==> src/rtl/led_pkg.sv <==
// led_pkg: mode encodings and timing constants shared by the LED driver.
package led_pkg;
    localparam logic [2:0] LED_OFF   = 3'd0;
    localparam logic [2:0] LED_ON    = 3'd1;
    localparam logic [2:0] LED_SLOW  = 3'd2;
    localparam logic [2:0] LED_FAST  = 3'd3;
    localparam logic [2:0] LED_VARY  = 3'd4;
    localparam logic [2:0] LED_PULSE = 3'd5;
    localparam int TICK_HZ  = 10;
    localparam int VARY_LEN = 20;
endpackage

==> src/rtl/led_channel.sv <==
// led_channel: one LED channel holding its mode register, tick phase, pulse stretch and output register.
module led_channel
    import led_pkg::*;
#(
    parameter int PULSE_TICKS = 2
) (
    input  logic       clk,
    input  logic       rst_n,
    input  logic [2:0] mode_i,
    input  logic       trigger_i,
    input  logic       tick_i,
    input  logic       gate_i,
    output logic       led_o
);
    logic [2:0] mode_q;
    logic [4:0] cnt_q, cnt_d, cnt_eff;
    logic [3:0] str_q, str_d;
    logic       led_q, led_d, changed, raw;

    // A mode change decodes against a zero phase so every flash mode starts lit.
    always_comb begin
        changed = mode_i != mode_q;
        cnt_eff = changed ? 5'd0 : cnt_q;
        cnt_d   = changed ? 5'd0 : !tick_i ? cnt_q : cnt_q == 5'(VARY_LEN - 1) ? 5'd0 : cnt_q + 5'd1;
        str_d   = mode_i != LED_PULSE ? 4'd0 : trigger_i ? 4'(PULSE_TICKS) :
                  (tick_i && str_q != 4'd0) ? str_q - 4'd1 : str_q;
        raw     = mode_i == LED_ON    ? 1'b1 :
                  mode_i == LED_SLOW  ? (cnt_eff < 5'd5 || (cnt_eff >= 5'd10 && cnt_eff < 5'd15)) :
                  mode_i == LED_FAST  ? ~cnt_eff[0] :
                  mode_i == LED_VARY  ? (cnt_eff < 5'd10 ? ~cnt_eff[0] : cnt_eff < 5'd15) :
                  mode_i == LED_PULSE ? (trigger_i | (str_q != 4'd0)) : 1'b0;
        led_d   = raw & gate_i;
    end

    always_ff @(posedge clk or negedge rst_n) begin
        if (!rst_n) begin
            mode_q <= LED_OFF;
            cnt_q  <= '0;
            str_q  <= '0;
            led_q  <= 1'b0;
        end else begin
            mode_q <= mode_i;
            cnt_q  <= cnt_d;
            str_q  <= str_d;
            led_q  <= led_d;
        end
    end

    assign led_o = led_q;
endmodule

==> src/rtl/led_control_multi.sv <==
// led_control_multi: multi-channel LED driver with shared 10 Hz timebase and global brightness PWM.
module led_control_multi
    import led_pkg::*;
#(
    parameter int CLOCK_SPEED = 25000000,
    parameter int CHANNELS    = 4,
    parameter int PWM_BITS    = 8,
    parameter int PULSE_TICKS = 2
) (
    input  logic                  clock,
    input  logic                  reset_n,
    input  logic [3*CHANNELS-1:0] mode,
    input  logic [CHANNELS-1:0]   trigger,
    input  logic [PWM_BITS-1:0]   brightness,
    output logic [CHANNELS-1:0]   led
);
    localparam int DIV   = CLOCK_SPEED / TICK_HZ;
    localparam int DIV_W = DIV > 1 ? $clog2(DIV) : 1;

    logic [DIV_W-1:0]    div_q, div_d;
    logic [PWM_BITS-1:0] pwm_q, pwm_d;
    logic                tick, gate;

    // Full-scale brightness must light continuously, which a plain compare cannot reach.
    always_comb begin
        tick  = div_q == DIV_W'(DIV - 1);
        div_d = tick ? '0 : div_q + DIV_W'(1);
        pwm_d = pwm_q + PWM_BITS'(1);
        gate  = (&brightness) | (pwm_q < brightness);
    end

    always_ff @(posedge clock or negedge reset_n) begin
        if (!reset_n) begin
            div_q <= '0;
            pwm_q <= '0;
        end else begin
            div_q <= div_d;
            pwm_q <= pwm_d;
        end
    end

    for (genvar g = 0; g < CHANNELS; g++) begin : g_ch
        led_channel #(.PULSE_TICKS(PULSE_TICKS)) u_ch (
            .clk       (clock),
            .rst_n     (reset_n),
            .mode_i    (mode[3*g +: 3]),
            .trigger_i (trigger[g]),
            .tick_i    (tick),
            .gate_i    (gate),
            .led_o     (led[g])
        );
    end
endmodule

==> config.mk <==
export PLATFORM = sky130hd
export DESIGN_NAME = led_control_multi
export DESIGN_NICKNAME = d
export VERILOG_FILES = /design/src/rtl/led_pkg.sv /design/src/rtl/led_channel.sv /design/src/rtl/led_control_multi.sv
export SDC_FILE = /design/constraint.sdc
export NUM_CORES = 1
export LEC_CHECK = 0
export ABC_AREA = 1
export BUFFER_PORTS_ARGS = -buffer_cell sky130_fd_sc_hd__buf_2
export CAP_MARGIN = 20
export CORE_ASPECT_RATIO = 1.4
export CORE_MARGIN = 3
export CORE_UTILIZATION = 30
export CTS_CLUSTER_DIAMETER = 60
export DETAILED_ROUTE_END_ITERATION = 10
export GPL_ROUTABILITY_DRIVEN = 0
export PLACE_DENSITY_LB_ADDON = 0.1
export SYNTH_ARGS = -nofsm -noshare
export SYNTH_HDL_FRONTEND = slang
export SYNTH_HIERARCHICAL = 1
export SYNTH_SLANG_ARGS = --single-unit
export TNS_END_PERCENT = 20
==> constraint.sdc <==
create_clock -name clock -period 2.8 [get_ports clock]
set_input_delay 0.7 -clock clock [delete_from_list [all_inputs] [get_ports clock]]
set_output_delay 0.7 -clock clock [all_outputs]
set_load 0.01 [all_outputs]
==> results of run 1 <==
==> kinds of logic (layout without fill, tap and decap cells) <==
kind of cell	Yosys count	count (layout)	share of synthesized area [%]
AOI/OAI and AO/OA	69	69	7.76
xor gates and xnor gates	27	27	5.23
adders and majority gates	21	21	5.16
buffers and inverters	113	159	8.55
DFF	82	82	40.3
and+or+nand+nor	334	334	33.0
==> power groups by stage <==
stage / Combinational [mW] / Clock (mW) / Sequential [mW]
6_report: 0.230 / 1.31 / 1.21
5_1_grt: 0.263 / 1.41 / 1.21
4_1_cts: 0.237 / 1.37 / 1.21
3_5_place_dp: 0.236 / 0 / 1.23
3_3_place_gp: 0.234 / 0 / 1.23
2_1_floorplan: 0.137 / 0 / 1.23
==> flip-flops by register name, summed over array words and instances, names as in the netlist <==
signal            cells
div_q                22
g_ch.u_ch/cnt_q      20
g_ch.u_ch/led_o       4
g_ch.u_ch/mode_q     12
g_ch.u_ch/str_q      16
pwm_q                 8
==> layout make-up <==
class / instances / area share [%]
well taps: 199 / 4.27
clock buffers: 12 / 4.23
flip-flops and latches: 82 / 35.2
multi-input cells: 451 / 44.7
repair buffers: 32 / 3.13
clock inverters: 4 / 1.29
inverters: 111 / 7.19
==> metrics by stage <==
| stage | cell area, µm² | std cells | util (%) | setup WS (ps) | hold WS [ps] |
|---|---|---|---|---|---|
| after global routing | 5830 | 891 | 35.6 | 280 | 324 |
| after global placement | 5510 | 875 | 33.6 | 613 | 457 |
| final | 5830 | 891 | 35.6 | 555 | 285 |
| after detailed placement | 5510 | 875 | 33.6 | 528 | 459 |
| after CTS | 5830 | 891 | 35.6 | 510 | 298 |
| after floorplan | 5090 | 646 | - | 79.3 | 404 |
==> synth_stat cells <==
cell                         n  area, µm²
sky130_fd_sc_hd__xnor2_2     4       65.1
sky130_fd_sc_hd__buf_2       1       5.00
sky130_fd_sc_hd__nor3_2      4       40.0
sky130_fd_sc_hd__o21ai_1    20        100
sky130_fd_sc_hd__a21oi_1    33        165
sky130_fd_sc_hd__nand3_1    62        310
sky130_fd_sc_hd__or2_1       1       6.26
sky130_fd_sc_hd__a21oi_4     4       65.1
sky130_fd_sc_hd__inv_1      89        334
sky130_fd_sc_hd__nor2_4     12        135
sky130_fd_sc_hd__nor3_1     11       55.1
sky130_fd_sc_hd__nand2_1   127        477
sky130_fd_sc_hd__o21ai_0     8       40.0
sky130_fd_sc_hd__nand3b_1    3       22.5
sky130_fd_sc_hd__nor3b_2     4       50.1
sky130_fd_sc_hd__xor2_1     17        149
sky130_fd_sc_hd__nor2_1     58        218
sky130_fd_sc_hd__buf_6       1       11.3
sky130_fd_sc_hd__inv_4       1       6.26
sky130_fd_sc_hd__o22ai_1     4       25.0
sky130_fd_sc_hd__ha_1       21        263
sky130_fd_sc_hd__nor2_2      2       12.5
sky130_fd_sc_hd__nor2_8      1       20.0
sky130_fd_sc_hd__nand2_2    14       87.6
sky130_fd_sc_hd__dfrtp_1    82       2050
sky130_fd_sc_hd__nand3_2     2       20.0
sky130_fd_sc_hd__nand4_1    23        144
sky130_fd_sc_hd__xnor2_1     6       52.6
sky130_fd_sc_hd__nand2_4     4       45.0
sky130_fd_sc_hd__nor4_1      6       37.5
sky130_fd_sc_hd__inv_2      21       78.8
==> how the worst min path moves through the flow <==
stage	startpoint	end	slack, ps	cells past startpoint
3_5_place_dp	g_ch[3].u_ch/str_q[3]$_DFFE_PN0P_	g_ch[3].u_ch/str_q[3]$_DFFE_PN0P_	460	1
6_report	reset_n	g_ch[1].u_ch/str_q[1]$_DFFE_PN0P_	280	1
3_3_place_gp	g_ch[3].u_ch/str_q[3]$_DFFE_PN0P_	g_ch[3].u_ch/str_q[3]$_DFFE_PN0P_	460	1
2_1_floorplan	reset_n	div_q[0]$_DFF_PN0_	400	0
4_1_cts	reset_n	g_ch[1].u_ch/str_q[3]$_DFFE_PN0P_	300	1
5_1_grt	reset_n	g_ch[1].u_ch/str_q[3]$_DFFE_PN0P_	320	1
==> layer usage <==
layer / GRT usage [%] / up-vias
li1: - / 2165
met1: 14.6 / 1973
met2: 22.8 / 42
met3: 1.93 / 15
met4: 6.02 / 0
met5: 0 / -
==> out/summary.md, run 1 <==
• 0 — post-detailed-route DRC marker count
• 693 — syn nets
• 4660 µm — WL met1
• 8260 µm — total half-perimeter wirelength after legalization and detailed placement
• 1,721 — Layout fillers
• 30 — number of top-level pins
• 5770 µm — total length of routed met2 wires
• 0 — number of nets with antenna violations after routing
• 4 — router iterations before antenna repair
• 2 — Longest Clk Path Bufs
• div_q[0]$_DFF_PN0_ — Worst Setup SP
• 29 — Port Buf Inserts
• 471 nW/µm² — Pwr Density
• 7.88 µm² — post-synthesis area per instance
• met4 — DR top layer
• 44.0% — power share of the sequential group
• 31 — synth unique cells
• 68.9% — worst slew margin relative to its limit
• 5090 µm² — Synth Cell Area
• 734 — number of nets in the layout
• 3 — count of H-tree levels built during CTS
• 18,600 µm² — full die area
• 2.75 mW — Total Power Consumption
• 0 — number of buffers inserted for hold repair after clock tree synthesis
• 2610 µm² — multi-input logic area
• 0 — count of endpoints failing setup in the final report
• 3080 ps — required time at the worst-slack endpoint
• 2 — crit path buf inv count
• false — setup repair after global routing missed its margin
• 82 — CTS Sinks
• g_ch[0].u_ch/str_q[3]$_DFFE_PN0P_ — endpoint of the lowest-slack register-to-register path
• 0 ps — Fin Setup TNS
• 14.5% — synthesis-to-layout area growth
• sky130_fd_sc_hd__dfrtp_1 — Slowest cell on crit path
• 0 — final antenna diode count
• 5.97 ps — largest clock skew in the final design
• 4.71 — ratio of routed vias to standard cells
• complete, no violations — result of the run
• 0 — antenna violations before repair
• 12.2 µm — DR WL/cell
• 31.1% — initial cell density of the core
• sky130_fd_sc_hd__nand2_1 — most frequent standard cell in the layout excluding fill and tap cells
• 0 — Maximum Capacitance Violations
• 0 — number of setup buffers added after CTS
• ha_1, nand2_2, nor2_8, inv_4, nor2_4, nand3b_1, nor2_2, buf_4, nand2_1, nor4_1, o21ai_0, a21oi_1 — critical-path cell list
• 17.3% — share of layout cells above drive strength 1
• 4,216 — number of global-route vias before repair
• sky130_fd_sc_hd__clkbuf_16 — clock root buffer
• 2520 ps — critical path data arrival time
• 350 ps — clock latency of the later-clocked register in the worst-skew pair
• 238 µm — met3 wirelength from detailed routing
• 2.87 nW — LEAKAGE
• 646 — instance count of the mapped netlist
• 55 — Cell Rows
• 20 — Max Fanout on Critical Path
• 19,100 µm — wire length of the first global-routing pass
• 9 — Num CTS Buffers
• 39 — maximum number of pins on one net before global-route repair
• div_q[0]$_DFF_PN0_ — worst r2r src
• register to register — Crit Path Class
• 60 ps — clock transition time at the flip-flop clock pins of the worst setup and hold paths
• 2050 µm² — Register Area
• 0 — Final Hold Viols
• register — Worst setup EP type
• register — startpoint types
• primary input to asynchronous set/reset pin — class of the most critical hold timing path
• 0.661 mW — switching pwr
• 2.09 mW — internal power contribution
• g_ch[0].u_ch/str_q[3]$_DFFE_PN0P_ — end point of the critical path
• 12.8% — total global-route track usage
• 24.1% — net switching fraction of the power
• 4,195 — total number of vias
• 10,900 µm — drt total wl
• 82 — Seq cells post-synth
• 0 — overflow left after global routing
• 12 — Register-to-Register Path Depth
• 550 ps — minimum setup slack among reg-to-reg paths
• 8.4% — part of the power in combinational logic
• 2250 ps — Final min period
• 116 µm — width of the chip
• 80.2% — post-route fraction of the period consumed by the critical path
• 249 — number of design-rule violations left by the first detailed-router iteration
• 16,400 µm² — core area
• 160 µm — die boundary height
• 127 x sky130_fd_sc_hd__nand2_1, 89 x sky130_fd_sc_hd__inv_1, 82 x sky130_fd_sc_hd__dfrtp_1, 62 x sky130_fd_sc_hd__nand3_1, 57 x sky130_fd_sc_hd__nor2_1 — top library cells by usage in the layout, fill and taps aside
• 0.000195 V — VDD IR max
• 6 — Yosys warnings
• 0 — PostCTS Resize Cnt
• 463 ps — Worst-Margin Slew
• 445 MHz — f_max
• built — CTS tree
• simple AND/OR/NAND/NOR gates — cell class contributing the biggest share of worst-path delay
• 47.6% — share of total power in the clock network
• 40.3% — sequential share of the synthesized area
• 12 — Levels on crit path
• 0 — number of max-slew violations in the final report
• 350 ps — longest individual stage delay on the worst path
Note: power is estimated with default switching activity, not from simulation.
==> run 2: changes to the inputs <==
==> constraint.sdc (replaced) <==
create_clock -name clock -period 2.2 [get_ports clock]
set_input_delay 0.55 -clock clock [delete_from_list [all_inputs] [get_ports clock]]
set_output_delay 0.55 -clock clock [all_outputs]
set_load 0.01 [all_outputs]
==> run 2 against run 1 <==
  * Sequential cell count stayed put
  * Global-route usage is 0.18 points higher
  * Worst setup slack worse by 350 ps
  * Clock power is 33% higher
  * Utilization is 0.76 points higher
  * Total power is 30% higher
  * Register-to-register slack worse by 350 ps
  * Critical path depth stayed put
  * First-iteration DRC count is 28% lower
  * Die area stayed put
  * Clock skew is 1.7 ps higher
  * Routed wire length is 1.1% higher
==> out/summary.md, run 2 (synthesized netlist as in run 1, its figures left out) <==
• 127 x sky130_fd_sc_hd__nand2_1, 89 x sky130_fd_sc_hd__inv_1, 82 x sky130_fd_sc_hd__dfrtp_1, 62 x sky130_fd_sc_hd__nand3_1, 57 x sky130_fd_sc_hd__nor2_1 — top library cells by usage in the layout, fill and taps aside
• 22 — number of flip-flops in the largest register
• 0 — post-detailed-route DRC marker count
• 500 MHz — f_max
• 2.93 nW — LEAKAGE
• div_q (22), g_ch.u_ch/cnt_q (20), g_ch.u_ch/str_q (16) — largest registers
• met2 — layer carrying the most global-route usage
• register — Worst setup EP type
• 180 — number of design-rule violations left by the first detailed-router iteration
• 12.9% — total global-route track usage
• 82 — CTS Sinks
• 22.4% — fraction of met2 tracks used by global routing
• sky130_fd_sc_hd__nand2_1 — most frequent standard cell in the layout excluding fill and tap cells
• 0 — antenna violations before repair
• 2 — Longest Clk Path Bufs
• 0.822 mW — switching pwr
• 2000 ps — Final min period
• 350 ps — longest individual stage delay on the worst path
• 340 ps — clock latency of the later-clocked register in the worst-skew pair
• primary input to asynchronous set/reset pin — class of the most critical hold timing path
• 0 — final antenna diode count
• true — setup repair after global routing missed its margin
• 60 ps — clock transition time at the flip-flop clock pins of the worst setup and hold paths
• 9 — Num CTS Buffers
• 39 — maximum number of pins on one net before global-route repair
• 4,254 — number of global-route vias before repair
• 7.66 ps — largest clock skew in the final design
• 2.75 mW — internal power contribution
• 90.8% — post-route fraction of the period consumed by the critical path
• 15.9% — global-route track usage on met1
• complete, no violations — result of the run
• 0 — overflow left after global routing
• 156 ps — worst hold slack after final layout
• 0 — number of max-slew violations in the final report
• 0 ps — Fin Setup TNS
• 17.0% — synthesis-to-layout area growth
• 55 — Cell Rows
• 30 — number of top-level pins
• 2260 ps — critical path data arrival time
• 4 — router iterations before antenna repair
• 48.7% — share of total power in the clock network
• 600 nW/µm² — Pwr Density
• register to register — Crit Path Class
• 18.9% — share of layout cells above drive strength 1
• 0 — count of endpoints failing setup in the final report
• 740 — number of nets in the layout
• 11,000 µm — drt total wl
• 18,600 µm² — full die area
• 8 — Max Fanout on Critical Path
• sky130_fd_sc_hd__dfrtp_1 — Slowest cell on crit path
• 4.76 — ratio of routed vias to standard cells
• 2 — crit path buf inv count
• 116 µm — width of the chip
• 8.2% — part of the power in combinational logic
• 0 — Maximum Capacitance Violations
• 160 µm — die boundary height
• 36.4% — core occupancy in the finished layout
• sky130_fd_sc_hd__nor2_4 — crit-path most repeated cell
• 43.1% — power share of the sequential group
• 16,400 µm² — core area
• 19,700 µm — wire length of the first global-routing pass
• 3 — count of H-tree levels built during CTS
• 1,723 — Layout fillers
• register — startpoint types
• 0.000302 V — VDD IR max
• simple AND/OR/NAND/NOR gates — cell class contributing the biggest share of worst-path delay
• 69.2% — worst slew margin relative to its limit
• 29 — Port Buf Inserts
• 2.16% — met3 demand-to-capacity share in global routing
• sky130_fd_sc_hd__clkbuf_16 — clock root buffer
• 0 — number of nets with antenna violations after routing
• 12.3 µm — DR WL/cell
• 0 — Final Hold Viols
• 2460 ps — required time at the worst-slack endpoint
• 8460 µm — total half-perimeter wirelength after legalization and detailed placement
• div_q — Biggest register
• 462 ps — Worst-Margin Slew
• built — CTS tree
• ha_1, nand2_2, nor2_8, inv_4, nor2_4, nand3b_1, nor2_4, buf_12, nand2_1, nor4_2, o21ai_0, a21oi_1 — critical-path cell list
• 23.0% — net switching fraction of the power
• 31.1% — initial cell density of the core
• 4,269 — total number of vias
run 2: cell types whose count changed in the layout (fill, tap and decap cells not counted), sizes merged:
cell      before  now
buf           32   38
clkinvlp       2    0
clkbuf        12   13
clkinv         0    1
run 2: path summary, 6_finish.rpt:
check | startpoint | end | slack, ps | cells after the start
worst max-delay path | div_q[0]$_DFF_PN0_ | g_ch[2].u_ch/str_q[3]$_DFFE_PN0P_ | 200 | 12
worst min-delay path | reset_n | g_ch[2].u_ch/led_o$_DFF_PN0_ | 160 | 1
worst max register to register | div_q[0]$_DFF_PN0_ | g_ch[2].u_ch/str_q[3]$_DFFE_PN0P_ | 200 | 12
worst min register to register | g_ch[0].u_ch/str_q[3]$_DFFE_PN0P_ | g_ch[0].u_ch/str_q[3]$_DFFE_PN0P_ | 470 | 1
max in group asynchronous | reset_n | g_ch[1].u_ch/mode_q[1]$_DFF_PN0_ | 1430 | 2
min in group clock | mode[8] | g_ch[2].u_ch/mode_q[2]$_DFF_PN0_ | 390 | 1
run 2: power groups by stage:
stage          logic [mW]  clock network [mW]  registers (mW)
2_1_floorplan       0.174                   0            1.57
3_3_place_gp        0.298                   0            1.57
3_5_place_dp        0.303                   0            1.57
4_1_cts             0.304                1.80            1.54
5_1_grt             0.338                1.86            1.54
6_report            0.294                1.74            1.54
run 2: repair_timing:
action / CTS / global route
endpoints found under the setup margin: 0 / 8
hold buffers: 0 / 0
buffers inserted: 0 / 1
gates resized for setup: 0 / 6
run 2: layer usage:
layer | vias up | part of all wire [%] | routed length, µm
met5 | - | 0 | 0
met4 | 0 | 1.4 | 156
met3 | 9 | 2.6 | 285
met2 | 62 | 51 | 5610
met1 | 2018 | 45 | 4980
li1 | 2180 | - | -
run 2: worst register-to-register path: cells and delay by family (launching register included):
family          cells  cell delay (ps)
compound gates      2              230
flops               1              350
buf+inv             2              190
fa+ha+maj           1              200
simple gates        7              960
run 2: final cells by class:
class / instances / area [µm²] / area share, %
well taps: 199 / 249 / 4.18
clock buffers: 13 / 280 / 4.71
repair buffers: 38 / 240 / 4.03
clock inverters: 3 / 68.8 / 1.16
multi-input cells: 451 / 2650 / 44.4
flip-flops and latches: 82 / 2050 / 34.5
inverters: 111 / 419 / 7.04
run 2: stage by stage:
stage	cells	setup WS, ps	power, mW	area, µm²
6_report	897	202	3.57	5960
5_1_grt	897	3.07	3.74	5960
4_1_cts	896	73.8	3.64	5900
3_5_place_dp	880	88.5	1.87	5550
3_3_place_gp	880	104	1.86	5550
2_1_floorplan	646	114	1.75	5100
